### src/rtl/led_pattern_gen.sv
// -----------------------------------------------------------------------------
// led_pattern_gen
//
// LED pattern generator. A free-running prescaler of LOG2DELAY bits produces a
// step every 2^LOG2DELAY enabled cycles. Each step advances one of four
// display patterns: binary count, Gray count, bouncing one-hot scanner or
// bouncing thermometer bar. Changing the pattern select restarts the new
// pattern from its first state with a full prescaler period.
//
// Parameters:
//   WIDTH      number of LEDs (2..32)
//   LOG2DELAY  prescaler width, step period 2^LOG2DELAY enabled cycles (1..30)
//
// Ports:
//   clk   in   system clock
//   rst   in   asynchronous active-high reset
//   en    in   count enable (PLL lock); low freezes all pattern state
//   mode  in   pattern select: 00 BIN, 01 GRAY, 10 SCAN, 11 BAR
//   leds  out  registered LED pattern, bit 0 = LED0
//   tick  out  registered one-cycle step strobe
// -----------------------------------------------------------------------------
module led_pattern_gen #(
   parameter int WIDTH     = 8,
   parameter int LOG2DELAY = 22
) (
   input  logic             clk,
   input  logic             rst,
   input  logic             en,
   input  logic [1:0]       mode,
   output logic [WIDTH-1:0] leds,
   output logic             tick
);

   // pos spans 0..WIDTH-1, k spans 0..WIDTH (one extra value for all-on)
   localparam int PW = (WIDTH > 1) ? $clog2(WIDTH) : 1;
   localparam int KW = $clog2(WIDTH + 1);

   typedef enum logic [1:0] {
      MODE_BIN  = 2'b00,
      MODE_GRAY = 2'b01,
      MODE_SCAN = 2'b10,
      MODE_BAR  = 2'b11
   } mode_e;

   logic [1:0]           mode_q;
   logic [LOG2DELAY-1:0] presc_q, presc_d;
   logic [WIDTH-1:0]     cnt_q, cnt_d;
   logic [PW-1:0]        pos_q, pos_d;
   logic [KW-1:0]        k_q, k_d;
   logic                 dir_q, dir_d;   // 0 = up, 1 = down
   logic [WIDTH-1:0]     leds_q, leds_d;
   logic                 tick_q, tick_d;

   logic restart;
   logic wrap;
   logic step;

   function automatic logic [WIDTH-1:0] gray_of(input logic [WIDTH-1:0] c);
      return c ^ (c >> 1);
   endfunction

   function automatic logic [WIDTH-1:0] scan_of(input logic [PW-1:0] p);
      logic [WIDTH-1:0] one;
      one = {{(WIDTH-1){1'b0}}, 1'b1};
      return one << p;
   endfunction

   // Built one bit wider so that k = WIDTH yields all ones after truncation
   function automatic logic [WIDTH-1:0] bar_of(input logic [KW-1:0] kk);
      logic [WIDTH:0] one;
      logic [WIDTH:0] b;
      one = {{WIDTH{1'b0}}, 1'b1};
      b   = (one << kk) - one;
      return b[WIDTH-1:0];
   endfunction

   function automatic logic [WIDTH-1:0] pattern_of(
      input logic [1:0]       m,
      input logic [WIDTH-1:0] c,
      input logic [PW-1:0]    p,
      input logic [KW-1:0]    kk
   );
      logic [WIDTH-1:0] r;
      case (mode_e'(m))
         MODE_BIN:  r = c;
         MODE_GRAY: r = gray_of(c);
         MODE_SCAN: r = scan_of(p);
         default:   r = bar_of(kk);
      endcase
      return r;
   endfunction

   always_comb begin
      restart = (mode != mode_q);
      wrap    = en && (presc_q == '1);
      // A restart swallows a coincident wrap, so no step and no tick
      step    = wrap && !restart;

      presc_d = presc_q;
      cnt_d   = cnt_q;
      pos_d   = pos_q;
      k_d     = k_q;
      dir_d   = dir_q;
      tick_d  = step;

      if (restart) begin
         presc_d = '0;
         cnt_d   = '0;
         pos_d   = '0;
         k_d     = '0;
         dir_d   = 1'b0;
      end else if (en) begin
         presc_d = presc_q + LOG2DELAY'(1);
         if (step) begin
            case (mode_e'(mode))
               MODE_BIN, MODE_GRAY: cnt_d = cnt_q + WIDTH'(1);
               MODE_SCAN: begin
                  // Turn around as the endpoint is entered so it shows once
                  if (!dir_q) begin
                     pos_d = pos_q + PW'(1);
                     if (pos_q == PW'(WIDTH - 2)) dir_d = 1'b1;
                  end else begin
                     pos_d = pos_q - PW'(1);
                     if (pos_q == PW'(1)) dir_d = 1'b0;
                  end
               end
               default: begin
                  if (!dir_q) begin
                     k_d = k_q + KW'(1);
                     if (k_q == KW'(WIDTH - 1)) dir_d = 1'b1;
                  end else begin
                     k_d = k_q - KW'(1);
                     if (k_q == KW'(1)) dir_d = 1'b0;
                  end
               end
            endcase
         end
      end

      // Pattern of the next state so leds changes on the same edge as state
      leds_d = pattern_of(mode, cnt_d, pos_d, k_d);
   end

   always_ff @(posedge clk or posedge rst) begin
      if (rst) begin
         mode_q  <= 2'b00;
         presc_q <= '0;
         cnt_q   <= '0;
         pos_q   <= '0;
         k_q     <= '0;
         dir_q   <= 1'b0;
         leds_q  <= '0;
         tick_q  <= 1'b0;
      end else begin
         mode_q  <= mode;
         presc_q <= presc_d;
         cnt_q   <= cnt_d;
         pos_q   <= pos_d;
         k_q     <= k_d;
         dir_q   <= dir_d;
         leds_q  <= leds_d;
         tick_q  <= tick_d;
      end
   end

   assign leds = leds_q;
   assign tick = tick_q;

endmodule

### config.mk
export PLATFORM = sky130hd
export DESIGN_NAME = led_pattern_gen
export DESIGN_NICKNAME = d
export VERILOG_FILES = /design/src/rtl/led_pattern_gen.sv
export SDC_FILE = /design/constraint.sdc
export NUM_CORES = 1
export LEC_CHECK = 0
export ABC_AREA = 1
export BUFFER_PORTS_ARGS = -buffer_cell sky130_fd_sc_hd__buf_2
export CAP_MARGIN = 20
export CORE_ASPECT_RATIO = 0.75
export CORE_UTILIZATION = 25
export DETAILED_ROUTE_END_ITERATION = 8
export PLACE_DENSITY_LB_ADDON = 0.3
export SYNTH_ARGS = -nofsm -noshare
export SYNTH_HDL_FRONTEND = slang
export SYNTH_SLANG_ARGS = --single-unit
### constraint.sdc
create_clock -name clk -period 6.77 [get_ports clk]
set_clock_uncertainty 0.15 [all_clocks]
set_input_delay 0.677 -clock clk [delete_from_list [all_inputs] [get_ports clk]]
set_output_delay 0.677 -clock clk [all_outputs]
set_load 0.05 [all_outputs]
==> impl_metrics.env <==
export IMPL_multiInputGateArea_um2=1770
export IMPL_routed_wl_mm=8.22
export IMPL_dp_cells=638
export IMPL_grt_pass1_wl_mm=14.0
export IMPL_regArea_um2=1230
export IMPL_clk_latency_ns=0.30
export IMPL_crit_fanout=39
export IMPL_rr_endpoint="leds[1]$_DFF_PP0_"
export IMPL_first_iter_violations=159
export IMPL_coreArea_um2=13000
export IMPL_synth_edf_count=0
export IMPL_ios=14
export IMPL_hpwl_mm=6.25
export IMPL_endpoint="leds[1]$_DFF_PP0_"
export IMPL_cpPeakStageDelay_ns=0.43
export IMPL_synth_cell_type_count=35
export IMPL_grt_pass1_vias=2823
export IMPL_drive_gt1_frac=0.145
export IMPL_rsz0062_at_grt="no"
export IMPL_synth_area_per_cell_um2=7.18
export IMPL_critical_path_class="in2reg"
export IMPL_synth_cells=462
export IMPL_cts_buffer_depth=2
export IMPL_wl_per_cell_um=12.7
export IMPL_drv_cap=0
export IMPL_yosys_top_cells_count="nand2_1 (119), inv_1 (56), dfrtp_1 (49)"
export IMPL_final_nets=489
export IMPL_setup_tns_ns=0
export IMPL_peakVddDrop_v=0.000130
export IMPL_cts_setup_buffers=0
export IMPL_power_uw=606
export IMPL_cts_max_level=2
export IMPL_cts_hold_buf=0
export IMPL_antenna_found_initial=0
export IMPL_synthSimpleGateAreaFrac=0.391
export IMPL_grtUsageTotal=0.132
export IMPL_synth_top_area_share=0.370
export IMPL_gp_congestion=0.857
export IMPL_critPathSlowestCell="buf_4"
export IMPL_port_buffers=13
export IMPL_timing_fmax_mhz=338
export IMPL_start_util=0.256
export IMPL_seq_area_frac_synth=0.370
export IMPL_max_slew_margin=0.667
export IMPL_cp_start_kind="primary input"
export IMPL_die_h_um=102
export IMPL_finalSetupViolations=0
export IMPL_num_fill_cells=1441
export IMPL_fp_dieW_um=135
export IMPL_ant_nets=0
export IMPL_fin_cells=646
export IMPL_crit_path_end_kind="flip-flop"
export IMPL_grt_overflow=0
export IMPL_slew_viol_final=0
export IMPL_yosysTopAreaCell="dfrtp_1"
export IMPL_grt_max_degree=40
export IMPL_routed_via_density=4.54
export IMPL_cpMostUsedCell="nand2_1"
export IMPL_synth_compound_area_share=0.0830
export IMPL_ys_ff_latch=49
export IMPL_syn_area_um2=3320
export IMPL_synthAdderAreaFrac=0.0377
export IMPL_synthXorXnorAreaFrac=0.0211
export IMPL_ys_flop_type="dfrtp_1"
export IMPL_p_per_area_nw_per_um2=163
export IMPL_first_pass_iters=4
export IMPL_antenna_cells=0
export IMPL_ys_top_cells_by_area="dfrtp_1 (37%), nand2_1 (13%), inv_1 (6.3%)"
export IMPL_cts_tree="built"
export IMPL_cp_required_ns=6.85
export IMPL_crit_start="mode[1]"
export IMPL_cts_buffers=5
export IMPL_vias=2934
export IMPL_drc=0
export IMPL_hold_viol=0
export IMPL_synth_top_family_by_area="simple AND/OR/NAND/NOR gates"
export IMPL_yosysMostFrequentCell="nand2_1"
export IMPL_r2r_start="presc_q[0]$_DFFE_PP0P_"
export IMPL_async_flop_share=1.00
export IMPL_synth_nets=477
export IMPL_worstPathArrival_ns=3.04
export IMPL_period_needed_ns=2.96
export IMPL_r2r_setup_slack_ns=3.83
export IMPL_p_leak_nw=1.68
export IMPL_cts_resized=0
export IMPL_synth_area_mux_share=0
export IMPL_clk_pin_slew_ns=0.07
export IMPL_die_area_um2=13700
export IMPL_rows=36
export IMPL_cts_sinks=49
export IMPL_ys_warnings_count=0
export IMPL_reg2reg_depth=13
export IMPL_min_path_type="in2async"
export IMPL_worst_pin_slew_ns=0.500
export IMPL_cp_cell_sequence="buf_2, xor2_1, nor2_4, buf_4, inv_2, a21oi_1, o21ai_1, nand2_1, clkinv_1, nand2_1, ha_1, or2_2, nand4_1"
export IMPL_status="completed"
export IMPL_timing_final_crit_share=0.437
export IMPL_clock_root_buffer="clkbuf_16"
export IMPL_area_delta_synth_final_pct=11.9
flip-flops by register name, summed over array words and instances, names as in the netlist:
register and cells:
cnt_q 8, dir_q 1, k_q 4, leds 8, mode_q 2, pos_q 3
presc_q 22, tick 1
stage by stage:
stage / cell area [um2] / hold slack [ns] / setup slack [ns] / utilization
after floorplan: 3320 / 0.304 / 4.18 / -
after global placement: 3540 / 0.335 / 3.56 / 0.273
after detailed placement: 3560 / 0.335 / 3.53 / 0.274
after CTS: 3710 / 0.196 / 3.83 / 0.286
after global routing: 3710 / 0.220 / 3.55 / 0.286
final: 3710 / 0.189 / 3.81 / 0.286
logic make-up after synthesis:
kind of cell | Yosys count
fa+ha+maj | 10
xor+xnor | 8
flops | 49
compound gates | 51
simple gates | 267
buf+inv | 77
worst min path at each step:
stage	from	to	slack (ns)	depth (start not counted)
final	rst	mode_q[1]$_DFF_PP0_	0.19	2
after global routing	rst	mode_q[1]$_DFF_PP0_	0.22	2
after CTS	rst	mode_q[1]$_DFF_PP0_	0.20	2
after detailed placement	presc_q[9]$_DFFE_PP0P_	presc_q[9]$_DFFE_PP0P_	0.34	1
after global placement	presc_q[7]$_DFFE_PP0P_	presc_q[7]$_DFFE_PP0P_	0.34	1
after floorplan	presc_q[4]$_DFFE_PP0P_	presc_q[4]$_DFFE_PP0P_	0.30	1
worst max-delay path, delay by kind of cell:
family	cells	cell delay, ns
fa+ha+maj	1	0.22
buf+inv	4	0.95
simple gates	5	0.68
xor+xnor	1	0.21
compound gates	2	0.28
per-layer routing:
metal	vias to the layer above	global-route usage	part of all wire
li1	1506	-	-
met1	1359	0.191	0.53
met3	7	0.0195	0.043
met5	-	0	0
met4	0	0.0406	0.012
met2	62	0.200	0.41
final cells by class:
class | count | share of cell area
clock buffers | 7 | 0.0411
clock inverters | 1 | 0.00135
inverters | 67 | 0.0677
multi-input cells | 336 | 0.477
flip-flops and latches | 49 | 0.330
well taps | 171 | 0.0576
repair buffers | 15 | 0.0249
report_power, final:
part,total [mW],switching [mW],internal [mW]
Combinational,0.0418,0.0337,0.00811
Clock,0.269,0.113,0.157
Sequential,0.295,0.00107,0.294
Total,0.606,0.147,0.459
cells in the final DEF (no fill, tap or decap), drive strengths merged, types with 5 or more instances in the layout:
cell type,n
nand4,13
ha,10
buf,15
dfrtp,49
nand2,127
a21oi,18
nor3,11
nand3,45
nor2,65
clkbuf,7
o21ai,26
inv,64
xor2,5
No activity file was read; power rests on OpenSTA's default activity.
